--- config.mk ---
export PLATFORM = sky130hd
export DESIGN_NAME = cpu_datapath_flat
export DESIGN_NICKNAME = d
export VERILOG_FILES = /design/src/rtl/cpu_datapath_if.sv /design/src/rtl/cpu_datapath.sv /design/src/flat_wrapper.sv
export SDC_FILE = /design/constraint.sdc
export NUM_CORES = 1
export LEC_CHECK = 0
export ABC_AREA = 0
export CORE_MARGIN = 2
export CORE_UTILIZATION = 49
export CTS_CLUSTER_SIZE = 40
export DETAILED_ROUTE_END_ITERATION = 12
export HOLD_SLACK_MARGIN = 0.05
export PLACE_DENSITY = 0.76
export SYNTH_ARGS = -nofsm -noshare
export SYNTH_HDL_FRONTEND = slang
export SYNTH_SLANG_ARGS = --single-unit
--- constraint.sdc ---
create_clock -name clk -period 7.69 [get_ports clk]
set_clock_uncertainty 0.15 [all_clocks]
set_input_delay 0.769 -clock clk [delete_from_list [all_inputs] [get_ports clk]]
set_output_delay 0.769 -clock clk [all_outputs]
set_load 0.005 [all_outputs]
--- src/rtl/cpu_datapath_if.sv ---
// Control-word, memory and status bundle between the control unit / memories and cpu_datapath.
// master = control unit plus memories side, slave = datapath side.
interface cpu_datapath_if #(
    parameter int unsigned DW  = 16,
    parameter int unsigned IAW = 8,
    parameter int unsigned DAW = 8
);
    logic [3:0]     d_select;
    logic [3:0]     m_select;
    logic [2:0]     operation;
    logic           read;
    logic           write;
    logic           incac;
    logic           incpc;
    logic           resetac;
    logic           resetpc;
    logic           endp;
    logic [IAW-1:0] imem_addr;
    logic [DW-1:0]  imem_rdata;
    logic [DAW-1:0] dmem_addr;
    logic [DW-1:0]  dmem_rdata;
    logic [DW-1:0]  dmem_wdata;
    logic           dmem_we;
    logic [DW-1:0]  ir;
    logic           z;
    logic [DW-1:0]  ac;

    modport master (
        output d_select, m_select, operation, read, write,
        output incac, incpc, resetac, resetpc, endp,
        output imem_rdata, dmem_rdata,
        input  imem_addr, dmem_addr, dmem_wdata, dmem_we, ir, z, ac
    );

    modport slave (
        input  d_select, m_select, operation, read, write,
        input  incac, incpc, resetac, resetpc, endp,
        input  imem_rdata, dmem_rdata,
        output imem_addr, dmem_addr, dmem_wdata, dmem_we, ir, z, ac
    );
endinterface

--- src/rtl/cpu_datapath.sv ---
// Register bank, source bus mux, ALU and memory interface driven by the microcoded control word.
// Control changes on falling edges; all state here updates on rising edges.
module cpu_datapath #(
    parameter int unsigned DW  = 16,
    parameter int unsigned IAW = 8,
    parameter int unsigned DAW = 8
) (
    input logic           clk,
    input logic           rst_n,
    cpu_datapath_if.slave bus_if
);
    localparam logic [3:0] SelR1   = 4'd1;
    localparam logic [3:0] SelR2   = 4'd2;
    localparam logic [3:0] SelR3   = 4'd3;
    localparam logic [3:0] SelR4   = 4'd4;
    localparam logic [3:0] SelR5   = 4'd5;
    localparam logic [3:0] SelAr   = 4'd6;
    localparam logic [3:0] SelAc   = 4'd7;
    localparam logic [3:0] SelIr   = 4'd8;
    localparam logic [3:0] SelPc   = 4'd9;
    localparam logic [3:0] SelMdr  = 4'd10;
    localparam logic [3:0] SelImdr = 4'd11;

    localparam logic [2:0] OpAdd = 3'd2;
    localparam logic [2:0] OpSub = 3'd3;
    localparam logic [2:0] OpShl = 3'd4;
    localparam logic [2:0] OpShr = 3'd5;

    localparam logic [DW-1:0] One = {{(DW-1){1'b0}}, 1'b1};

    logic [DW-1:0] pc_q, pc_d;
    logic [DW-1:0] ir_q, ir_d;
    logic [DW-1:0] ac_q, ac_d;
    logic [DW-1:0] ar_q, ar_d;
    logic [DW-1:0] mdr_q, mdr_d;
    logic [DW-1:0] imdr_q, imdr_d;
    logic [DW-1:0] r_q [5];
    logic [DW-1:0] r_d [5];
    logic          z_q, z_d;

    logic [DW-1:0] bus;
    logic [DW-1:0] alu;
    logic [DW-1:0] ac_inc;

    always_comb begin
        bus = '0;
        case (bus_if.m_select)
            SelR1:   bus = r_q[0];
            SelR2:   bus = r_q[1];
            SelR3:   bus = r_q[2];
            SelR4:   bus = r_q[3];
            SelR5:   bus = r_q[4];
            SelAr:   bus = ar_q;
            SelAc:   bus = ac_q;
            SelIr:   bus = ir_q;
            SelPc:   bus = pc_q;
            SelMdr:  bus = mdr_q;
            SelImdr: bus = imdr_q;
            default: bus = '0;
        endcase
    end

    always_comb begin
        alu = bus;
        case (bus_if.operation)
            OpAdd:   alu = ac_q + bus;
            OpSub:   alu = ac_q - bus;
            OpShl:   alu = ac_q << 1;
            OpShr:   alu = ac_q >> 1;
            default: alu = bus;
        endcase
    end

    assign ac_inc = ac_q + One;

    always_comb begin
        pc_d   = pc_q;
        ir_d   = ir_q;
        ac_d   = ac_q;
        ar_d   = ar_q;
        mdr_d  = mdr_q;
        imdr_d = imdr_q;
        r_d    = r_q;
        z_d    = z_q;

        if (!bus_if.endp) begin
            case (bus_if.d_select)
                SelR1:   r_d[0] = bus;
                SelR2:   r_d[1] = bus;
                SelR3:   r_d[2] = bus;
                SelR4:   r_d[3] = bus;
                SelR5:   r_d[4] = bus;
                SelAr:   ar_d   = bus;
                SelIr:   ir_d   = bus;
                SelMdr:  mdr_d  = bus;
                SelImdr: imdr_d = bus;
                default: ;
            endcase

            // Memory capture overrides a same-edge bus load; IMDR uses the pre-edge PC.
            if (bus_if.read) begin
                imdr_d = bus_if.imem_rdata;
                mdr_d  = bus_if.dmem_rdata;
            end

            if (bus_if.resetac) begin
                ac_d = '0;
                z_d  = 1'b1;
            end else if (bus_if.incac) begin
                ac_d = ac_inc;
                z_d  = (ac_inc == '0);
            end else if (bus_if.d_select == SelAc) begin
                ac_d = alu;
                z_d  = (alu == '0);
            end

            if (bus_if.resetpc) begin
                pc_d = '0;
            end else if (bus_if.d_select == SelPc) begin
                pc_d = bus;
            end else if (bus_if.incpc) begin
                pc_d = pc_q + One;
            end
        end
    end

    always_ff @(posedge clk) begin
        if (!rst_n) begin
            pc_q   <= '0;
            ir_q   <= '0;
            ac_q   <= '0;
            ar_q   <= '0;
            mdr_q  <= '0;
            imdr_q <= '0;
            for (int i = 0; i < 5; i++) begin
                r_q[i] <= '0;
            end
            z_q    <= 1'b1;
        end else begin
            pc_q   <= pc_d;
            ir_q   <= ir_d;
            ac_q   <= ac_d;
            ar_q   <= ar_d;
            mdr_q  <= mdr_d;
            imdr_q <= imdr_d;
            r_q    <= r_d;
            z_q    <= z_d;
        end
    end

    assign bus_if.imem_addr  = pc_q[IAW-1:0];
    assign bus_if.dmem_addr  = ar_q[DAW-1:0];
    assign bus_if.dmem_wdata = ac_q;
    assign bus_if.dmem_we    = bus_if.write & ~bus_if.endp;
    assign bus_if.ir         = ir_q;
    assign bus_if.z          = z_q;
    assign bus_if.ac         = ac_q;
endmodule

--- src/flat_wrapper.sv ---
// flat-port wrapper written by rule: the top's interface ports become plain ports
module cpu_datapath_flat 
#(
    parameter int unsigned DW  = 16,
    parameter int unsigned IAW = 8,
    parameter int unsigned DAW = 8
)
  (clk, rst_n, bus_if_d_select, bus_if_m_select, bus_if_operation, bus_if_read, bus_if_write, bus_if_incac, bus_if_incpc, bus_if_resetac, bus_if_resetpc, bus_if_endp, bus_if_imem_rdata, bus_if_dmem_rdata, bus_if_imem_addr, bus_if_dmem_addr, bus_if_dmem_wdata, bus_if_dmem_we, bus_if_ir, bus_if_z, bus_if_ac);
  cpu_datapath_if #(.DW(DW), .IAW(IAW), .DAW(DAW)) bus_if_i ();
  input logic clk;
  input logic rst_n;
  input wire logic [$bits(bus_if_i.d_select)-1:0] bus_if_d_select;
  input wire logic [$bits(bus_if_i.m_select)-1:0] bus_if_m_select;
  input wire logic [$bits(bus_if_i.operation)-1:0] bus_if_operation;
  input wire logic [$bits(bus_if_i.read)-1:0] bus_if_read;
  input wire logic [$bits(bus_if_i.write)-1:0] bus_if_write;
  input wire logic [$bits(bus_if_i.incac)-1:0] bus_if_incac;
  input wire logic [$bits(bus_if_i.incpc)-1:0] bus_if_incpc;
  input wire logic [$bits(bus_if_i.resetac)-1:0] bus_if_resetac;
  input wire logic [$bits(bus_if_i.resetpc)-1:0] bus_if_resetpc;
  input wire logic [$bits(bus_if_i.endp)-1:0] bus_if_endp;
  input wire logic [$bits(bus_if_i.imem_rdata)-1:0] bus_if_imem_rdata;
  input wire logic [$bits(bus_if_i.dmem_rdata)-1:0] bus_if_dmem_rdata;
  output wire logic [$bits(bus_if_i.imem_addr)-1:0] bus_if_imem_addr;
  output wire logic [$bits(bus_if_i.dmem_addr)-1:0] bus_if_dmem_addr;
  output wire logic [$bits(bus_if_i.dmem_wdata)-1:0] bus_if_dmem_wdata;
  output wire logic [$bits(bus_if_i.dmem_we)-1:0] bus_if_dmem_we;
  output wire logic [$bits(bus_if_i.ir)-1:0] bus_if_ir;
  output wire logic [$bits(bus_if_i.z)-1:0] bus_if_z;
  output wire logic [$bits(bus_if_i.ac)-1:0] bus_if_ac;
  assign bus_if_i.d_select = bus_if_d_select;
  assign bus_if_i.m_select = bus_if_m_select;
  assign bus_if_i.operation = bus_if_operation;
  assign bus_if_i.read = bus_if_read;
  assign bus_if_i.write = bus_if_write;
  assign bus_if_i.incac = bus_if_incac;
  assign bus_if_i.incpc = bus_if_incpc;
  assign bus_if_i.resetac = bus_if_resetac;
  assign bus_if_i.resetpc = bus_if_resetpc;
  assign bus_if_i.endp = bus_if_endp;
  assign bus_if_i.imem_rdata = bus_if_imem_rdata;
  assign bus_if_i.dmem_rdata = bus_if_dmem_rdata;
  assign bus_if_imem_addr = bus_if_i.imem_addr;
  assign bus_if_dmem_addr = bus_if_i.dmem_addr;
  assign bus_if_dmem_wdata = bus_if_i.dmem_wdata;
  assign bus_if_dmem_we = bus_if_i.dmem_we;
  assign bus_if_ir = bus_if_i.ir;
  assign bus_if_z = bus_if_i.z;
  assign bus_if_ac = bus_if_i.ac;
  cpu_datapath #(.DW(DW), .IAW(IAW), .DAW(DAW)) u_core (.clk(clk), .rst_n(rst_n), .bus_if(bus_if_i));
endmodule
* Yosys cells after proc, flatten, opt, wreduce, memory -nomap -nowiden
Index checks and enable logic that the tools add are counted.
Widths: inputs -> output; s select.
** Cells by class
- Multiplexer cells :: 15
- Reduce and logical (&&, ||, !) cells :: 17
- Bitwise gates (word level) :: 2
- Add/subtract/negate cells :: 4
- Eq/ne operators :: 26
** Operator list (number)
- $pmux 16 s11 :: 1
- $mux 16 :: 10
- $pmux 16 s4 :: 1
- $add 16x1->16 const B :: 2
- $eq 4x3->1 const B :: 8
- $eq 4x4->1 const B :: 8
- $logic_not 16->1 :: 2
- $reduce_and 2->1 :: 11
- $add 16x16->16 :: 1
- $eq 4x2->1 const B :: 4
- $sub 16x16->16 :: 1
- $eq 4x1->1 const B :: 2
- $eq 3x2->1 const B :: 2
- $eq 3x3->1 const B :: 2
- $reduce_bool 3->1 :: 2
- $reduce_bool 2->1 :: 2
- $mux 1 :: 3
- $and 1x1->1 :: 1
- $not 1->1 :: 1
** Word-level totals
- Output and inout port bits :: 66
- Bits of input ports :: 52
- Flip-flop bits (word level) :: 177

* Longest topological paths before layout
- Word-level depth :: 8
- Depth in mapped cells :: 24
- Mapped depth without buffers :: 21

* Worst setup path before layout
Ideal clock, no wire load.
- Path type :: input -> register
- Start :: input bus_if_m_select[2]
- End :: register u_core.z_q (netlist: u_core.bus_if.z)
- Buffers on the path :: 5
- Required time :: 7426 ps
- Setup slack :: 2218 ps
- Cell stages on the path :: 22
- Arrival :: 5208 ps
- Cell sequence :: inv_1 -> ha_1 -> buf_6 -> buf_2 -> buf_1 -> a21o_1 -> clkbuf_1 -> o41ai_1 -> clkbuf_1 -> ha_1 -> a21oi_1 -> ha_1 -> nor2b_1 -> o31ai_1 -> a211oi_1 -> o2111ai_1 -> a31oi_1 -> o21ai_0 -> o311ai_0 -> a21oi_1 -> o21ai_1 -> a21o_1
** Between the ends
- Longest elaborated chain between the ends :: 8
- Elaborated cells between the ends (all ways) :: 19
- Those cells by class :: 2 x add/sub; 11 x eq/ne; 5 x mux; 1 x reduce/logical
** RTL lines
- start: declaration :: RTL line flat_wrapper.sv:13 : input wire logic [$bits(bus_if_i.m_select)-1:0] bus_if_m_select;
- $eq 4x4->1, or another cell as far along :: RTL line cpu_datapath.sv:47 : case (bus_if.m_select)
- $pmux 16 s11 * :: RTL line cpu_datapath.sv:47
- $sub 16x16->16 or $add 16x16->16 (tied branches) :: RTL line cpu_datapath.sv:67, cpu_datapath.sv:66
- $pmux 16 s4 * :: RTL line cpu_datapath.sv:65 : case (bus_if.operation)
- $logic_not 16->1 * :: RTL line cpu_datapath.sv:114 : z_d = (alu == '0);
- $mux 1 * :: RTL line cpu_datapath.sv:112 : end else if (bus_if.d_select == SelAc) begin
- $mux 1 * :: RTL line cpu_datapath.sv:109 : end else if (bus_if.incac) begin
- $mux 1 * :: RTL line cpu_datapath.sv:106 : if (bus_if.resetac) begin
- end signal: assignment :: RTL line cpu_datapath.sv:147 : z_q <= z_d;
- end: declaration :: RTL line cpu_datapath.sv:39 : logic z_q, z_d;
Mark *: on every way between the ends. The rest lies on a longest branch, timed or not. The select of a mux whose other input is x is not followed.
A chain may end at the register's enable or synchronous reset.

* Final worst setup path
Same ends and word-level chain as after synthesis.

==> results.json <==
{
  "die_h_um": 156.9,
  "tns_ns": 0,
  "viasPerCell": 6.327,
  "ant_nets": 0,
  "sw_frac_of_total": 0.3231,
  "row_count": 55,
  "ys_seq_area_frac": 0.3095,
  "start_kind": "input port",
  "drive_gt1_frac": 0.05470,
  "drt_first_pass_iters": 7,
  "coreArea_um2": 22780,
  "maxSlewHeadroom": 0.1273,
  "nets": 1615,
  "dieArea_um2": 24600,
  "ys_warn_count": 0,
  "ys_types": 75,
  "clk_pin_slew_ns": 0.08,
  "hp-start": "u_core.r_q[30]$_SDFFE_PN0P_",
  "hold_viol_final": 0,
  "overflow": 0,
  "synth-simple-area-share": 0.2422,
  "holdPathStages": 2,
  "slew_violations": 0,
  "route.met2.wl_mm": 16.49,
  "rsz0062_at_grt": "no",
  "gp_congestion": 1.006,
  "finalSetupViolations": 0,
  "antenna_found_initial": 1,
  "wl_met3_mm": 4.116,
  "synth_seq_cells": 177,
  "cts_sinks": 177,
  "gr-usage-all-layers": 0.3134,
  "die_w_um": 156.9,
  "vias": 11810,
  "worst_pin_slew_ns": 1.304,
  "leakagePower_nw": 4.473,
  "yosysMostFrequentCell": "nand2_1",
  "met1_length_mm": 16.48,
  "combPwrFrac": 0.187,
  "crit_required_ns": 7.88,
  "fin_cells": 1867,
  "status": "finished clean",
  "drtIter0Drc": 1444,
  "start_util": 0.5026,
  "syn_nets": 1619,
  "maxUsedRoutingLayer": "met5",
  "synth-edff-count": 0,
  "power_density_nw_per_um2": 176.4,
  "cts_resized": 0,
  "clk_latency_ns": 0.45,
  "synthXorXnorAreaFrac": 0.01530,
  "p_total_mw": 2.298,
  "synthAdderAreaFrac": 0.02470,
  "antenna_cells": 0,
  "synth_common_cells": "nand2_1 (261), dfxtp_1 (177), o21ai_0 (152)",
  "async_flop_share": 0,
  "synthesis.area_um2": 11450,
  "clock.fmax_mhz": 159.2,
  "io_pins": 118,
  "hold_class": "flop to flop",
  "cts_tree": "yes",
  "intPower_mw": 1.555,
  "cts_setup_buffers": 0,
  "wl_per_cell_um": 20.61,
  "grt_first_pass_wirelength_mm": 60.29,
  "rr_worst_depth": 17,
  "synth.top_cell.area_share": 0.3095,
  "crit_path_start": "bus_if_m_select[2]",
  "ctsHtreeMaxLevel": 4,
  "synth-compound-area-share": 0.3002,
  "period_share": 0.8166,
  "area_delta_synth_final_pct": 13.79,
  "cts_buffer_depth": 2,
  "cts_hold_buf": 0,
  "synth_top_family_by_area": "compound AO/OA/AOI/OAI gates",
  "max-vdd-ir-drop_uv": 128.6,
  "port_buffers": 117,
  "net-switching-power_uw": 742.5,
  "grt_max_degree": 99,
  "root_buffer": "clkbuf_16",
  "cap_viol_max_count": 0,
  "syn_avg_cell_area_um2": 7.410,
  "netlist_instances": 1545,
  "grt_pass1_vias": 10690,
  "synth_mux_area_frac": 0.02962,
  "yosys.area.top_type": "dfxtp_1",
  "dp_cells": 1835,
  "drc_errors": 0,
  "path_max_fanout": 28,
  "wirelength_mm": 38.48,
  "r2r_start": "u_core.bus_if.ac[0]$_SDFFE_PN0P_",
  "p_seq_frac": 0.416,
  "cp.arrival_ns": 6.47,
  "synth.area.top_cells": "dfxtp_1 (31%), nand2_1 (8.6%), o21ai_0 (6.6%)",
  "crit_type": "input port to flop",
  "synth_ff_type": "dfxtp_1",
  "hpwl_mm": 26.64,
  "cts_buffers": 17,
  "clock_power_share": 0.396,
  "period_minus_slack_ns": 6.280,
  "end_kind": "flop"
}
-- layout make-up --
type | count | area (µm²)
repair buffers | 145 | 1374
fillers | 2127 | 9751
clock inverters | 14 | 172.7
multi-input cells | 1183 | 7043
inverters | 17 | 63.81
clock buffers | 18 | 439.2
flip-flops and latches | 177 | 3543
well taps | 313 | 391.6
-- worst paths after layout --
check                            endpoint  slack [ns]
max          u_core.bus_if.z$_SDFFE_PN1P_        1.41
min           u_core.r_q[30]$_SDFFE_PN0P_        0.32
max reg2reg  u_core.bus_if.z$_SDFFE_PN1P_        2.54
min reg2reg   u_core.r_q[30]$_SDFFE_PN0P_        0.32
-- metrics by stage --
step / instance area [µm²] / hold WS, ns / util / setup WS (ns)
2_1_floorplan: 11450 / 0.2890 / - / 2.218
3_3_place_gp: 12420 / 0.3020 / 0.5451 / 1.227
3_5_place_dp: 12420 / 0.3128 / 0.5451 / 1.144
4_1_cts: 13030 / 0.3230 / 0.5719 / 1.549
5_1_grt: 13030 / 0.3403 / 0.5719 / 0.8885
6_report: 13030 / 0.3211 / 0.5719 / 1.410
-- routing by layer --
metal  vias to the layer above  GRT usage
met2                       759     0.4678
met4                         2     0.1249
met5                         -          0
met1                      5435     0.4416
met3                       125    0.06231
li1                       5491          -
-- cells in the final DEF (no fill, tap or decap), types with 5 or more instances in the layout --
master | netlist | layout
o32ai_1 | 5 | 5
clkdlybuf4s50_1 | 0 | 115
nor2b_1 | 43 | 43
o22ai_1 | 11 | 11
nor2_1 | 76 | 74
dfxtp_1 | 177 | 177
nand3b_1 | 13 | 13
a21o_1 | 7 | 7
a21boi_0 | 72 | 72
mux2i_1 | 26 | 26
clkbuf_16 | 0 | 17
a21oi_1 | 102 | 102
a31oi_1 | 23 | 23
nand2b_1 | 13 | 13
ha_1 | 21 | 20
nor4_1 | 7 | 6
a22oi_1 | 46 | 46
nand3_1 | 28 | 28
a222oi_1 | 9 | 9
nor3_1 | 24 | 24
a22o_1 | 12 | 12
nand2_1 | 261 | 261
buf_4 | 37 | 29
o31ai_1 | 6 | 6
and3_1 | 24 | 24
inv_8 | 0 | 5
xor2_1 | 11 | 11
mux2_2 | 5 | 5
inv_1 | 16 | 16
o21ai_0 | 152 | 152
or4_1 | 5 | 5
nand4_1 | 6 | 6
o211ai_1 | 9 | 9
a221oi_1 | 10 | 10
and2_1 | 59 | 59
a211oi_1 | 18 | 18
xnor2_1 | 9 | 9
-- critical path, stage by stage --
cell and delay (ns):
clkdlybuf4s50_1 0.43, inv_1 0.09, ha_1 0.90, a222oi_1 0.25, a21oi_1 0.24, mux2i_1 0.12
nand2b_1 0.26, ha_1 0.35, a21oi_1 0.27, ha_1 0.29, nor2b_1 0.14, o31ai_1 0.51
a211oi_1 0.24, o2111ai_1 0.34, a31oi_1 0.15, o21ai_0 0.39, o311ai_0 0.25, a21oi_1 0.20
o21ai_1 0.08, a21o_1 0.20
-- logic make-up after synthesis --
logic type | Yosys count
fa+ha+maj | 22
flops | 177
simple gates | 579
xor+xnor | 20
compound gates | 530
buf+inv | 185
mux | 32
-- registers in the layout, summed over array words and instances, names as in the netlist --
| register | count |
|---|---|
| u_core.ar_q | 16 |
| u_core.bus_if.ac | 16 |
| u_core.bus_if.ir | 16 |
| u_core.bus_if.z | 1 |
| u_core.imdr_q | 16 |
| u_core.mdr_q | 16 |
| u_core.pc_q | 16 |
| u_core.r_q | 80 |
-- power groups by stage --
stage | Sequential, mW | Combinational (mW) | Clock [mW]
3_3_place_gp | 0.976 | 0.412 | 0
3_5_place_dp | 0.976 | 0.416 | 0
4_1_cts | 0.954 | 0.419 | 0.914
5_1_grt | 0.957 | 0.467 | 0.951
6_report | 0.956 | 0.431 | 0.911
2_1_floorplan | 0.963 | 0.299 | 0
Note: power is estimated with default switching activity, not from simulation.
